$ cat src/rtl/id_gen.sv
// Identifier generator: after a start pulse it streams a run of letters, then a run of
// digits, then one separator character over a valid/ready handshake, and pulses done.
module id_gen #(
    parameter int          LEN_W    = 5,
    parameter logic [7:0]  SEP_CHAR = 8'h20
) (
    input  logic             clk,
    input  logic             reset,
    input  logic             start,
    input  logic [LEN_W-1:0] letter_cnt,
    input  logic [LEN_W-1:0] digit_cnt,
    input  logic [4:0]       letter_base,
    input  logic             upper,
    output logic [7:0]       char,
    output logic             char_valid,
    input  logic             char_ready,
    output logic             busy,
    output logic             done
);

    typedef enum logic [2:0] {
        IDLE   = 3'd0,
        LETTER = 3'd1,
        DIGIT  = 3'd2,
        SEP    = 3'd3,
        DONE   = 3'd4
    } state_t;

    state_t           state_q, state_d;
    logic [LEN_W-1:0] letters_left_q, letters_left_d;
    logic [LEN_W-1:0] digits_left_q, digits_left_d;
    logic [4:0]       letter_idx_q, letter_idx_d;
    logic [3:0]       digit_idx_q, digit_idx_d;
    logic             upper_q, upper_d;
    logic [7:0]       char_q, char_d;
    logic             valid_q, valid_d;
    logic             busy_q, busy_d;
    logic             done_q, done_d;

    logic             accept;
    logic [4:0]       base_mod;

    assign accept   = valid_q && char_ready;
    assign base_mod = (letter_base >= 5'd26) ? (letter_base - 5'd26) : letter_base;

    always_comb begin
        state_d        = state_q;
        letters_left_d = letters_left_q;
        digits_left_d  = digits_left_q;
        letter_idx_d   = letter_idx_q;
        digit_idx_d    = digit_idx_q;
        upper_d        = upper_q;

        case (state_q)
            IDLE: begin
                if (start && (letter_cnt != '0)) begin
                    state_d        = LETTER;
                    letters_left_d = letter_cnt;
                    digits_left_d  = digit_cnt;
                    upper_d        = upper;
                    letter_idx_d   = base_mod;
                    digit_idx_d    = 4'd0;
                end
            end
            LETTER: begin
                if (accept) begin
                    letters_left_d = letters_left_q - 1'b1;
                    letter_idx_d   = (letter_idx_q == 5'd25) ? 5'd0 : letter_idx_q + 5'd1;
                    if (letters_left_q == LEN_W'(1)) begin
                        state_d = (digits_left_q != '0) ? DIGIT : SEP;
                    end
                end
            end
            DIGIT: begin
                if (accept) begin
                    digits_left_d = digits_left_q - 1'b1;
                    digit_idx_d   = (digit_idx_q == 4'd9) ? 4'd0 : digit_idx_q + 4'd1;
                    if (digits_left_q == LEN_W'(1)) begin
                        state_d = SEP;
                    end
                end
            end
            SEP: begin
                if (accept) begin
                    state_d = DONE;
                end
            end
            DONE: begin
                state_d = IDLE;
            end
            default: begin
                state_d = IDLE;
            end
        endcase
    end

    // Outputs are decoded from the next state so they can be registered without any
    // combinational path from char_ready; a stall leaves every _d equal to its _q.
    always_comb begin
        char_d  = 8'h00;
        valid_d = 1'b0;
        busy_d  = (state_d != IDLE);
        done_d  = (state_d == DONE);
        case (state_d)
            LETTER: begin
                char_d  = (upper_d ? 8'd65 : 8'd97) + {3'b000, letter_idx_d};
                valid_d = 1'b1;
            end
            DIGIT: begin
                char_d  = 8'd48 + {4'b0000, digit_idx_d};
                valid_d = 1'b1;
            end
            SEP: begin
                char_d  = SEP_CHAR;
                valid_d = 1'b1;
            end
            default: begin
                char_d  = 8'h00;
                valid_d = 1'b0;
            end
        endcase
    end

    always_ff @(posedge clk) begin
        if (reset) begin
            state_q        <= IDLE;
            letters_left_q <= '0;
            digits_left_q  <= '0;
            letter_idx_q   <= 5'd0;
            digit_idx_q    <= 4'd0;
            upper_q        <= 1'b0;
            char_q         <= 8'h00;
            valid_q        <= 1'b0;
            busy_q         <= 1'b0;
            done_q         <= 1'b0;
        end else begin
            state_q        <= state_d;
            letters_left_q <= letters_left_d;
            digits_left_q  <= digits_left_d;
            letter_idx_q   <= letter_idx_d;
            digit_idx_q    <= digit_idx_d;
            upper_q        <= upper_d;
            char_q         <= char_d;
            valid_q        <= valid_d;
            busy_q         <= busy_d;
            done_q         <= done_d;
        end
    end

    assign char       = char_q;
    assign char_valid = valid_q;
    assign busy       = busy_q;
    assign done       = done_q;

endmodule
$ cat config.mk
export PLATFORM = sky130hd
export DESIGN_NAME = id_gen
export DESIGN_NICKNAME = d
export VERILOG_FILES = /design/src/rtl/id_gen.sv
export SDC_FILE = /design/constraint.sdc
export NUM_CORES = 1
export LEC_CHECK = 0
export ABC_CLOCK_PERIOD_IN_PS = 8400
export BUFFER_PORTS_ARGS = -buffer_cell sky130_fd_sc_hd__buf_2
export CAP_MARGIN = 20
export CORE_UTILIZATION = 39
export DETAILED_ROUTE_END_ITERATION = 10
export PLACE_DENSITY = 0.54
export SLEW_MARGIN = 20
export SYNTH_ARGS = -nofsm -noshare
export SYNTH_HDL_FRONTEND = slang
export SYNTH_SLANG_ARGS = --single-unit
$ cat constraint.sdc
create_clock -name clk -period 8.4 [get_ports clk]
set_input_delay 2.52 -clock clk [delete_from_list [all_inputs] [get_ports clk]]
set_output_delay 2.52 -clock clk [all_outputs]
set_load 0.02 [all_outputs]
[After elaboration in Yosys (flattened, before gate mapping)]
Index checks and enable logic that the tools add are counted.
Word-level totals
  memory bits (writable): 0
  memory bits (read-only): 0
  input port bits: 20
  output and inout bits: 11
  flip-flop bits (word level): 34
  logic and storage cells: 71
  memories: 0
  latch bits: 0
Operators by class
  bitwise gates (word level): 0
  order comparisons: 1
  multiply operators: 0
  add/sub/neg operators: 7
  equal/unequal tests: 14
  mux-type cells: 28
  div/mod/pow operators: 0
  shifts and indexed selects: 0
  reduce and logical (&&, ||, !) cells: 11
Operator list (count)
  $mux 5: 8
  $pmux 5 s2: 3
  $pmux 8 s3: 1
  $mux 3: 6
  $eq 3x2->1 const B: 4
  $mux 4: 3
  $pmux 3 s4: 1
  $eq 5x1->1 const B: 2
  $reduce_bool 5->1: 2
  $sub 5x1->5 const B: 2
  $add 7x5->8: 1
  $pmux 4 s2: 1
  $add 6x4->7 const A: 1
  $eq 3x1->1 const B: 2
  $mux 6: 1
  $ne 2x2->1 const B: 3
  $reduce_and 3->1: 2
  $add 5x1->5 const B: 1
  $eq 5x5->1 const B: 1
  $ge 5x5->1 const B: 1
  $sub 5x5->5 const B: 1
  $add 4x1->4 const B: 1
  $eq 4x4->1 const B: 1
  $mux 1: 4
  other kinds (6): 8

[Depth between registers and ports, before layout]
Gate-level depths: netlist of the first run.
  depth in word-level cells: 8
  depth in mapped cells: 11
  depth with buffers taken out: 11

[Worst setup path after synthesis of the first run]
No wires, ideal clock.
  kind: input to register
  from: input letter_cnt[1]
  to: register char_q[4] (netlist: char[4])
  buffers on the path: 0
  library setup time: 128 ps
  data arrival time: 4288 ps
  required time: 8272 ps
  cell stages on the path: 9
  slack: 3984 ps
  cells stage by stage: or4_4 o21a_4 nor3_1 nor2_1 inv_1 ha_1 nor3b_1 xor2_1 o21ai_1
Between the ends
  cells in the longest elaborated chain, start to end: 6
  elaborated cells between the ends (all ways): 14
  those cells by class: add/sub (2); eq/ne (3); mux (7); reduce/logical (2)
RTL lines
  start: declaration: RTL line 10  | input logic [LEN_W-1:0] letter_cnt,
  $reduce_bool 5->1: RTL line 56  | if (start && (letter_cnt != '0)) begin
  $logic_and 1x1->1: RTL line 56
  $mux 5: RTL line 56
  $pmux 5 s2: RTL line 54  | case (state_q)
  via letter_idx_d[1]: RTL line 32  | logic [4:0] letter_idx_q, letter_idx_d;
  $add 7x5->8: RTL line 106  | char_d = (upper_d ? 8'd65 : 8'd97) + {3'b000, letter_idx_d};
  $pmux 8 s3: RTL line 104  | case (state_d)
  end signal: assignment: RTL line 143  | char_q <= char_d;
  end: declaration: RTL line 35  | logic [7:0] char_q, char_d;
The timed path passes the listed nets, and every way through them passes these cells.
A chain may end at the register's enable or synchronous reset.

[Final worst setup path of the first run]
Ends and elaborated chain as after synthesis.

==> impl_metrics.env, run 1 <==
export IMPL_status="finished, final reports clean"
export IMPL_synth_edf_count=0
export IMPL_final_core_util_pct=47.2
export IMPL_regArea_um2=681
export IMPL_syn_area_mm2=0.00208
export IMPL_timing_final_crit_share_pct=52.3
export IMPL_endpoint_kind="flip-flop"
export IMPL_pre_cts_ws_ns=3.73
export IMPL_switchingPower_uw=121
export IMPL_regToRegSetupSlack_ns=5.82
export IMPL_cts_setup_buffers=0
export IMPL_area_growth_pct=16.2
export IMPL_p_comb_share_pct=18.9
export IMPL_fill_cells=550
export IMPL_hold_viol=0
export IMPL_final_cell_mix="34 x dfxtp_1, 33 x nor2_1, 30 x buf_2"
export IMPL_worstPathRequired_ns=8.56
export IMPL_die_w_um=75.0
export IMPL_fin_crit_ns=4.39
export IMPL_final_common_cell="dfxtp_1"
export IMPL_rr_startpoint="state_q[0]"
export IMPL_seq_area_frac_synth_pct=32.8
export IMPL_syn_area_per_cell_um2=8.11
export IMPL_intPower_uw=322
export IMPL_rr_endpoint="char[4]"
export IMPL_antenna_found_initial=0
export IMPL_layout_nets=315
export IMPL_vdd_drop_max_mv=0.0864
export IMPL_coreArea_mm2=0.00511
export IMPL_p_sw_share_pct=27.3
export IMPL_drt_first_pass_iters=5
export IMPL_reg2reg_depth=9
export IMPL_row_count=26
export IMPL_vias=1891
export IMPL_p_clk_share_pct=40.5
export IMPL_fin_ws_ns=4.01
export IMPL_critical_path_max_stage_delay_ns=0.58
export IMPL_min_from="digits_left_q[4]"
export IMPL_ant_nets=0
export IMPL_cts_hold_buf=0
export IMPL_first_global_vias=1708
export IMPL_hold_path_class="reg -> reg"
export IMPL_yosys_warnings=0
export IMPL_avgRoutedWirePerCell_um=13.4
export IMPL_worstPathCellList="buf_2 > or4_4 > o21a_4 > nor3_1 > nor2_1 > inv_1 > ha_1 > nor3b_1 > xor2_1 > o21ai_1"
export IMPL_drc=0
export IMPL_drtIter0Drc=88
export IMPL_fin_worst_skew_ns=0.0102
export IMPL_wl_um=4770
export IMPL_vias_per_cell=5.33
export IMPL_max_slew_margin_rel_pct=53.4
export IMPL_start_util_pct=40.6
export IMPL_synthFlopType="dfxtp_1"
export IMPL_drv_cap=0
export IMPL_cp_start_kind="input pin"
export IMPL_slowest_stage="or4_4"
export IMPL_p_seq_share_pct=40.6
export IMPL_arrival_ns=4.56
export IMPL_path_max_fanout=5
export IMPL_cts_buffers=5
export IMPL_grt_max_degree=30
export IMPL_powerDensity_mw_per_mm2=184
export IMPL_max_freq_mhz=228
export IMPL_maxSlewViolCount=0
export IMPL_clk_pin_slew_ns=0.08
export IMPL_setup_viol=0
export IMPL_async_flop_share_pct=0
export IMPL_place_gp_congestion=0.778
export IMPL_postCtsResizedCells=0
export IMPL_cts_buffer_depth=2
export IMPL_tightest_slew_ns=0.690
export IMPL_layout_drive_gt1_share_pct=21.1
export IMPL_cts_tree="done"
export IMPL_holdPathStages=2
export IMPL_design_die_area_mm2=0.00562
export IMPL_ys_ff_latch=34
export IMPL_synth_nets=287
export IMPL_min_to="digits_left_q[4]"
export IMPL_io_pins=31
export IMPL_grt_usage_pct=18.6
export IMPL_antenna_cells=0
export IMPL_synth_distinct_cells=52
export IMPL_rsz0062_at_grt="false"
export IMPL_overflow=0
export IMPL_cts_root_buf="clkbuf_8"
export IMPL_cts_sinks=34
export IMPL_multi_input_area_mm2=0.00131
export IMPL_die_h_um=75.0
export IMPL_grt_pass1_wl_um=7930
export IMPL_dpl_hpwl_um=3630
export IMPL_numPortBuffers=30
export IMPL_setup_tns_ns=0
export IMPL_path_delay_family="simple AND/OR/NAND/NOR gates"
export IMPL_htree_levels=2
export IMPL_total_leakage_power_nw=0.972
export IMPL_synthCells=256
export IMPL_critPathKind="in -> reg"
export IMPL_insertion_delay_ns=0.28
export IMPL_crit_buf_inv=2
[layout make-up]
type	instances	area share (%)
inverters	13	2.02
flip-flops and latches	34	28.2
well taps	70	3.63
multi-input cells	200	54.2
clock inverters	3	2.85
clock buffers	5	2.85
repair buffers	30	6.23
[sequential cells by signal (all words and copies together), names as in the netlist, 3 cells and up]
signal and cells:
letter_idx_q 5, digits_left_q 5, letters_left_q 5, char 8, state_q 3, digit_idx_q 4
[power groups by stage]
stage | Combinational, mW | Sequential, mW | Clock (mW)
after floorplan | 0.0576 | 0.186 | 0
after global placement | 0.0838 | 0.184 | 0
after detailed placement | 0.0837 | 0.184 | 0
after CTS | 0.0843 | 0.180 | 0.184
after global routing | 0.0947 | 0.181 | 0.191
final | 0.0835 | 0.180 | 0.179
[worst reg2reg max path: stages (launching register included)]
cell,delay (ns)
dfxtp_1,0.62
nand3_1,0.24
nor3_1,0.48
nor2_4,0.11
a21oi_1,0.30
inv_2,0.08
ha_1,0.24
nor3b_1,0.16
xor2_1,0.16
o21ai_1,0.07
[worst max-delay path by stage]
stage	start	to	slack, ns	cells past startpoint
global route	letter_cnt[1]	char[4]	3.81	10
finish	letter_cnt[1]	char[4]	4.01	10
CTS	letter_cnt[1]	char[4]	4.00	10
floorplan	letter_cnt[1]	char[4]	3.98	9
global placement	letter_cnt[1]	char[4]	3.77	10
detailed placement	letter_cnt[1]	char[4]	3.73	10
[routing by layer]
| metal | track usage (%) | vias to the layer above | part of all wire (%) |
|---|---|---|---|
| met4 | 3.98 | 0 | 0.80 |
| met2 | 30.6 | 41 | 46 |
| met1 | 24.8 | 881 | 49 |
| met5 | 0 | - | 0 |
| met3 | 4.28 | 4 | 3.5 |
| li1 | - | 965 | - |
[kinds of logic after synthesis]
kind of cell / Yosys count / share of synthesized area, %
AND/OR/NAND/NOR: 115 / 30.1
AO/OA/AOI/OAI: 69 / 24.1
flip-flops: 34 / 32.8
buffers and inverters: 22 / 4.28
adder cells (fa/ha/maj): 11 / 6.63
XOR/XNOR: 4 / 1.69
multiplexers: 1 / 0.482
[stage by stage]
| step | power [mW] | instance area (um2) | hold WS [ns] | std cells |
|---|---|---|---|---|
| global placement | 0.267 | 2270 | 0.470 | 347 |
| finish | 0.443 | 2410 | 0.496 | 355 |
| detailed placement | 0.267 | 2270 | 0.484 | 347 |
| global route | 0.467 | 2410 | 0.546 | 355 |
| floorplan | 0.243 | 2080 | 0.456 | 256 |
| CTS | 0.448 | 2410 | 0.500 | 355 |
[synthesized netlist by cell type, types with 2 or more instances]
library cell / number / share of area (%)
o21ai_1: 4 / 0.96
nor2_4: 2 / 1.1
a211oi_1: 4 / 1.4
xnor2_1: 2 / 0.84
or2_2: 2 / 0.60
nand4b_1: 2 / 0.84
nand4_1: 2 / 0.60
a31oi_1: 3 / 0.90
dfxtp_1: 34 / 33
buf_2: 2 / 0.48
nor3_1: 12 / 2.9
nor4_1: 2 / 0.60
clkbuf_1: 6 / 1.1
ha_1: 11 / 6.6
and2_1: 2 / 0.60
a21oi_1: 15 / 3.6
a2bb2oi_1: 3 / 1.3
and3_1: 3 / 0.90
xor2_1: 2 / 0.84
nand3_1: 7 / 1.7
o21ai_0: 17 / 4.1
nand2_1: 27 / 4.9
inv_1: 12 / 2.2
nand2b_1: 6 / 1.8
o21ai_2: 4 / 1.7
a22oi_1: 3 / 1.1
nor3_2: 2 / 0.96
nor2_1: 33 / 6.0
nand3b_1: 2 / 0.72
a211oi_4: 3 / 2.9
nor2b_1: 2 / 0.60
o22ai_1: 2 / 0.60
o211ai_1: 4 / 1.4
(Power assumes the default switching activity.)
==> run 2, diff against run 1 <==
--- a/config.mk
+++ b/config.mk
@@ -5,12 +5,12 @@
 export SDC_FILE = /design/constraint.sdc
 export NUM_CORES = 1
 export LEC_CHECK = 0
-export ABC_CLOCK_PERIOD_IN_PS = 8400
+export ABC_CLOCK_PERIOD_IN_PS = 3950
 export BUFFER_PORTS_ARGS = -buffer_cell sky130_fd_sc_hd__buf_2
 export CAP_MARGIN = 20
 export CORE_UTILIZATION = 39
 export DETAILED_ROUTE_END_ITERATION = 10
-export PLACE_DENSITY = 0.54
+export PLACE_DENSITY = 0.56
 export SLEW_MARGIN = 20
 export SYNTH_ARGS = -nofsm -noshare
 export SYNTH_HDL_FRONTEND = slang
==> constraint.sdc (replaced) <==
create_clock -name clk -period 3.95 [get_ports clk]
set_input_delay 1.185 -clock clk [delete_from_list [all_inputs] [get_ports clk]]
set_output_delay 1.185 -clock clk [all_outputs]
set_load 0.02 [all_outputs]
==> run 2 against run 1 <==
  * Sequential power grew 110%
  * Final area fell by 0.73%
  * First-iteration DRC count increased by 11%
  * Core utilization is 0.34 points lower
  * Register-to-register slack got worse by 4.3 ns
  * Worst setup slack worse by 3.1 ns
  * Combinational power increased by 110%
  * Sequential share of layout area rose by 0.21 points
  * Final cell count stayed put
  * Largest power group unchanged
  * Highest routed layer unchanged
==> impl_metrics.env, run 2 (synthesized netlist as in run 1, its figures left out) <==
export IMPL_status="finished, final reports clean"
export IMPL_holdPathStages=2
export IMPL_numPortBuffers=30
export IMPL_setup_tns_ns=0
export IMPL_regArea_um2=681
export IMPL_area_growth_pct=15.3
export IMPL_final_cell_mix="34 x dfxtp_1, 33 x nor2_1, 30 x buf_2"
export IMPL_power_uw=889
export IMPL_powerDensity_mw_per_mm2=371
export IMPL_multi_input_area_mm2=0.00131
export IMPL_drt_first_pass_iters=4
export IMPL_max_freq_mhz=325
export IMPL_cts_sinks=34
export IMPL_layout_nets=316
export IMPL_rsz0062_at_grt="false"
export IMPL_placed_area_mm2=0.00228
export IMPL_vias_per_cell=5.27
export IMPL_total_leakage_power_nw=0.967
export IMPL_insertion_delay_ns=0.29
export IMPL_regToRegSetupSlack_ns=1.54
export IMPL_antenna_cells=0
export IMPL_arrival_ns=3.24
export IMPL_cts_tree="done"
export IMPL_fin_ws_ns=0.871
export IMPL_path_max_fanout=5
export IMPL_largest_reg_flops=8
export IMPL_fill_cells=534
export IMPL_tightest_slew_ns=0.678
export IMPL_setup_viol=0
export IMPL_die_h_um=75.0
export IMPL_ant_nets=0
export IMPL_htree_levels=2
export IMPL_rr_startpoint="state_q[0]"
export IMPL_min_to="digits_left_q[0]"
export IMPL_first_global_vias=1721
export IMPL_antenna_found_initial=0
export IMPL_drtIter0Drc=98
export IMPL_fin_area_mm2=0.00239
export IMPL_cts_root_buf="clkbuf_8"
export IMPL_cts_buffer_depth=2
export IMPL_min_from="digits_left_q[0]"
export IMPL_grt_usage_pct=19.6
export IMPL_avgRoutedWirePerCell_um=13.3
export IMPL_clk_pin_slew_ns=0.07
export IMPL_postCtsResizedCells=0
export IMPL_start_util_pct=40.6
export IMPL_endpoint_kind="flip-flop"
export IMPL_wl_um=4730
export IMPL_grt_pass1_wl_um=8250
export IMPL_die_w_um=75.0
export IMPL_drc=0
export IMPL_coreArea_mm2=0.00511
export IMPL_maxSlewViolCount=0
export IMPL_place_gp_congestion=0.827
export IMPL_vdd_drop_max_mv=0.287
export IMPL_cp_start_kind="input pin"
export IMPL_critPathKind="in -> reg"
export IMPL_rr_endpoint="char[4]"
export IMPL_reg2reg_depth=10
export IMPL_hold_viol=0
export IMPL_design_die_area_mm2=0.00562
export IMPL_drv_cap=0
export IMPL_overflow=0
export IMPL_worstPathRequired_ns=4.11
export IMPL_cts_setup_buffers=0
export IMPL_hold_path_class="reg -> reg"
export IMPL_max_slew_margin_rel_pct=54.1
export IMPL_pre_cts_ws_ns=0.555
export IMPL_final_common_cell="dfxtp_1"
export IMPL_row_count=26
export IMPL_io_pins=31
export IMPL_layout_drive_gt1_share_pct=21.1
export IMPL_cts_buffers=5
export IMPL_fin_worst_skew_ns=0.00716
export IMPL_cts_hold_buf=0
export IMPL_fin_crit_ns=3.08
export IMPL_timing_final_crit_share_pct=78.0
export IMPL_dpl_hpwl_um=3580
export IMPL_grt_max_degree=30
export IMPL_vias=1871
## run 2: cell types whose count changed in the layout (fill, tap and decap cells not counted), sizes merged
cell	change
bufinv	-1
clkinv	-1
buf	+1
clkbuf	+1
## run 2: per-stage QoR
step,hold WS [ns],cells,utilization [%]
after global routing,0.534,355,46.9
after CTS,0.499,355,46.9
after global placement,0.482,348,44.7
after detailed placement,0.482,348,44.7
after floorplan,0.456,256,-
final,0.499,355,46.9
## run 2: area by class of cell
class                   count  share of cell area (%)
well taps                  70                    3.66
flip-flops and latches     34                    28.4
repair buffers             31                    6.59
inverters                  13                    2.04
multi-input cells         200                    54.6
clock inverters             1                    1.25
clock buffers               6                    3.45
## run 2: power breakdown
group / internal [mW] / total, mW / leakage (nW) / switching, mW
Clock: 0.202 / 0.328 / 0.0573 / 0.127
Sequential: 0.364 / 0.383 / 0.278 / 0.0189
Combinational: 0.0683 / 0.177 / 0.631 / 0.109
## run 2: layer usage
layer  track usage (%)  up-vias  part of all wire [%]
met5                 0        -                     0
met4              6.50        0                   1.8
met3              4.95        7                   4.3
met2              30.6       32                    44
met1              26.4      857                    50
li1                  -      975                     -
## run 2: worst max-delay path, cell delays in order
cell	delay, ns
buf_2	0.11
or4_4	0.58
o21a_4	0.25
nor3_1	0.25
nor2_1	0.10
inv_1	0.07
ha_1	0.19
nor3b_1	0.26
xor2_1	0.18
o21ai_1	0.07
## run 2: how the worst max path moves through the flow
stage	to	start	depth (start not counted)	slack, ns
floorplan	char[4]	letter_cnt[1]	9	0.87
global placement	char[4]	letter_cnt[1]	10	0.66
detailed placement	char[4]	letter_cnt[1]	10	0.55
CTS	char[4]	letter_cnt[1]	10	0.86
global route	char[4]	letter_cnt[1]	10	0.64
finish	char[4]	letter_cnt[1]	10	0.87
==> run 3, diff against run 2 <==
--- a/config.mk
+++ b/config.mk
@@ -5,7 +5,7 @@
 export SDC_FILE = /design/constraint.sdc
 export NUM_CORES = 1
 export LEC_CHECK = 0
-export ABC_CLOCK_PERIOD_IN_PS = 3950
+export ABC_CLOCK_PERIOD_IN_PS = 2570
 export BUFFER_PORTS_ARGS = -buffer_cell sky130_fd_sc_hd__buf_2
 export CAP_MARGIN = 20
 export CORE_UTILIZATION = 39
==> constraint.sdc (replaced) <==
create_clock -name clk -period 2.57 [get_ports clk]
set_input_delay 0.771 -clock clk [delete_from_list [all_inputs] [get_ports clk]]
set_output_delay 0.771 -clock clk [all_outputs]
set_load 0.02 [all_outputs]
==> run 3 against run 2 <==
  * Critical path depth down 2
  * Sequential share of layout area down 2.5 points
  * Total power up 50%
  * Via count up 4.6%
  * Hold slack better by 0.0035 ns
  * Combinational power up 85%
  * Critical endpoint is now char[6]
  * Flip-flop and latch count unchanged
  * Die area unchanged
  * Clock power up 27%
  * First-iteration DRC count down 17%
  * Final area up 9.7%
  * Routed wire length up 7.4%
==> impl_metrics.env, run 3 (synthesized netlist as in run 1, its figures left out) <==
export IMPL_status="finished, final reports clean"
export IMPL_first_global_vias=1845
export IMPL_maxSlewViolCount=0
export IMPL_hold_path_class="reg -> reg"
export IMPL_cts_tree="done"
export IMPL_clk_pin_slew_ns=0.07
export IMPL_avgRoutedWirePerCell_um=13.2
export IMPL_fin_crit_ns=2.44
export IMPL_cp_start_kind="input pin"
export IMPL_wl_um=5080
export IMPL_place_gp_congestion=0.844
export IMPL_max_freq_mhz=410
export IMPL_stdcell_count=386
export IMPL_cts_buffers=5
export IMPL_crit_buf_inv=2
export IMPL_area_growth_pct=26.5
export IMPL_ant_nets=0
export IMPL_fin_worst_skew_ns=0.00617
export IMPL_worstPathRequired_ns=2.78
export IMPL_final_core_util_pct=51.4
export IMPL_path_max_fanout=5
export IMPL_vias_per_cell=5.07
export IMPL_vdd_drop_max_mv=0.258
export IMPL_die_w_um=75.0
export IMPL_powerDensity_mw_per_mm2=508
export IMPL_insertion_delay_ns=0.29
export IMPL_arrival_ns=2.65
export IMPL_pre_cts_ws_ns=-0.191
export IMPL_overflow=0
export IMPL_critPathKind="in -> reg"
export IMPL_layout_nets=346
export IMPL_path_delay_family="simple AND/OR/NAND/NOR gates"
export IMPL_cts_sinks=34
export IMPL_timing_final_crit_share_pct=94.8
export IMPL_vias=1957
export IMPL_grt_pass1_wl_um=8580
export IMPL_htree_levels=2
export IMPL_endpoint_kind="flip-flop"
export IMPL_coreArea_mm2=0.00511
export IMPL_antenna_cells=0
export IMPL_drc=0
export IMPL_start_util_pct=40.6
export IMPL_grt_max_degree=19
export IMPL_critical_path_max_stage_delay_ns=0.58
export IMPL_cts_buffer_depth=2
export IMPL_final_cell_mix="34 x dfxtp_1, 33 x nor2_1, 31 x buf_4"
export IMPL_setup_viol=0
export IMPL_rsz0062_at_grt="false"
export IMPL_row_count=26
export IMPL_largest_reg_flops=8
export IMPL_grt_usage_pct=20.3
export IMPL_die_h_um=75.0
export IMPL_drv_cap=0
export IMPL_worstPathCellList="buf_2 > or4_4 > o21a_4 > and4_1 > a211oi_4 > buf_4 > nor3_2 > a31oi_1"
export IMPL_tightest_slew_ns=0.509
export IMPL_slowest_stage="or4_4"
export IMPL_drtIter0Drc=81
export IMPL_numPortBuffers=30
export IMPL_total_leakage_power_nw=1.10
export IMPL_layout_drive_gt1_share_pct=30.1
export IMPL_hold_viol=0
export IMPL_hold_slack_ns=0.503
export IMPL_max_slew_margin_rel_pct=66.0
export IMPL_fill_cells=526
export IMPL_drt_first_pass_iters=4
export IMPL_io_pins=31
export IMPL_placed_cells=378
export IMPL_dpl_hpwl_um=3810
export IMPL_cts_root_buf="clkbuf_8"
export IMPL_design_die_area_mm2=0.00562
export IMPL_fin_ws_ns=0.134
export IMPL_final_common_cell="dfxtp_1"
export IMPL_antenna_found_initial=0
export IMPL_cts_setup_buffers=0
-- run 3: worst paths after layout --
check	cells after the start	to	slack [ns]	from
setup / recovery	8	char[6]	0.13	letter_cnt[1]
hold / removal	2	digits_left_q[0]	0.50	digits_left_q[0]
setup reg to reg	7	char[5]	0.35	state_q[0]
hold reg to reg	2	digits_left_q[0]	0.50	digits_left_q[0]
-- run 3: power breakdown --
part / total [mW] / switching (mW) / leakage, nW / internal [mW]
logic: 0.328 / 0.182 / 0.773 / 0.146
clock network: 0.418 / 0.203 / 0.0472 / 0.215
registers: 0.589 / 0.0294 / 0.278 / 0.559
total: 1.33 / 0.414 / 1.10 / 0.920
-- run 3: timing repair --
action / in CTS / in global routing
gates resized for setup: 0 / 3
endpoints found under the setup margin: 0 / 2
hold buffers: 0 / 0
-- run 3: per-stage QoR --
stage                     cell area [um2]  power, mW  setup TNS [ns]
after global routing                 2630       1.41               0
after CTS                            2610       1.35               0
after global placement               2520      0.922           -1.02
final                                2630       1.33               0
after detailed placement             2520      0.922           -1.12
after floorplan                      2090      0.796               0
-- run 3: worst register-to-register path, cell delays in order, from the launching register on --
cell and delay, ns:
dfxtp_1 0.64, nor3b_4 0.33, o21ai_2 0.13, nor3_1 0.33
a211oi_4 0.14, nor4_4 0.29, xnor2_1 0.16, o22ai_2 0.08
-- run 3: layout make-up --
cell class / count / area (um2) / area share, %
Clock buffer: 6 / 82.6 / 3.15
Clock inverter: 2 / 12.5 / 0.477
Inverter: 13 / 48.8 / 1.86
Multi-Input combinational cell: 200 / 1330 / 50.7
Sequential cell: 34 / 681 / 25.9
Tap cell: 70 / 87.6 / 3.34
Timing Repair Buffer: 61 / 383 / 14.6
-- run 3: routing by layer --
layer / vias up / wire length, um / GRT usage, %
met5: - / 0 / 0
met4: 0 / 41 / 3.77
met3: 5 / 140 / 4.42
met2: 36 / 2250 / 32.2
met1: 883 / 2660 / 28.4
li1: 1033 / - / -
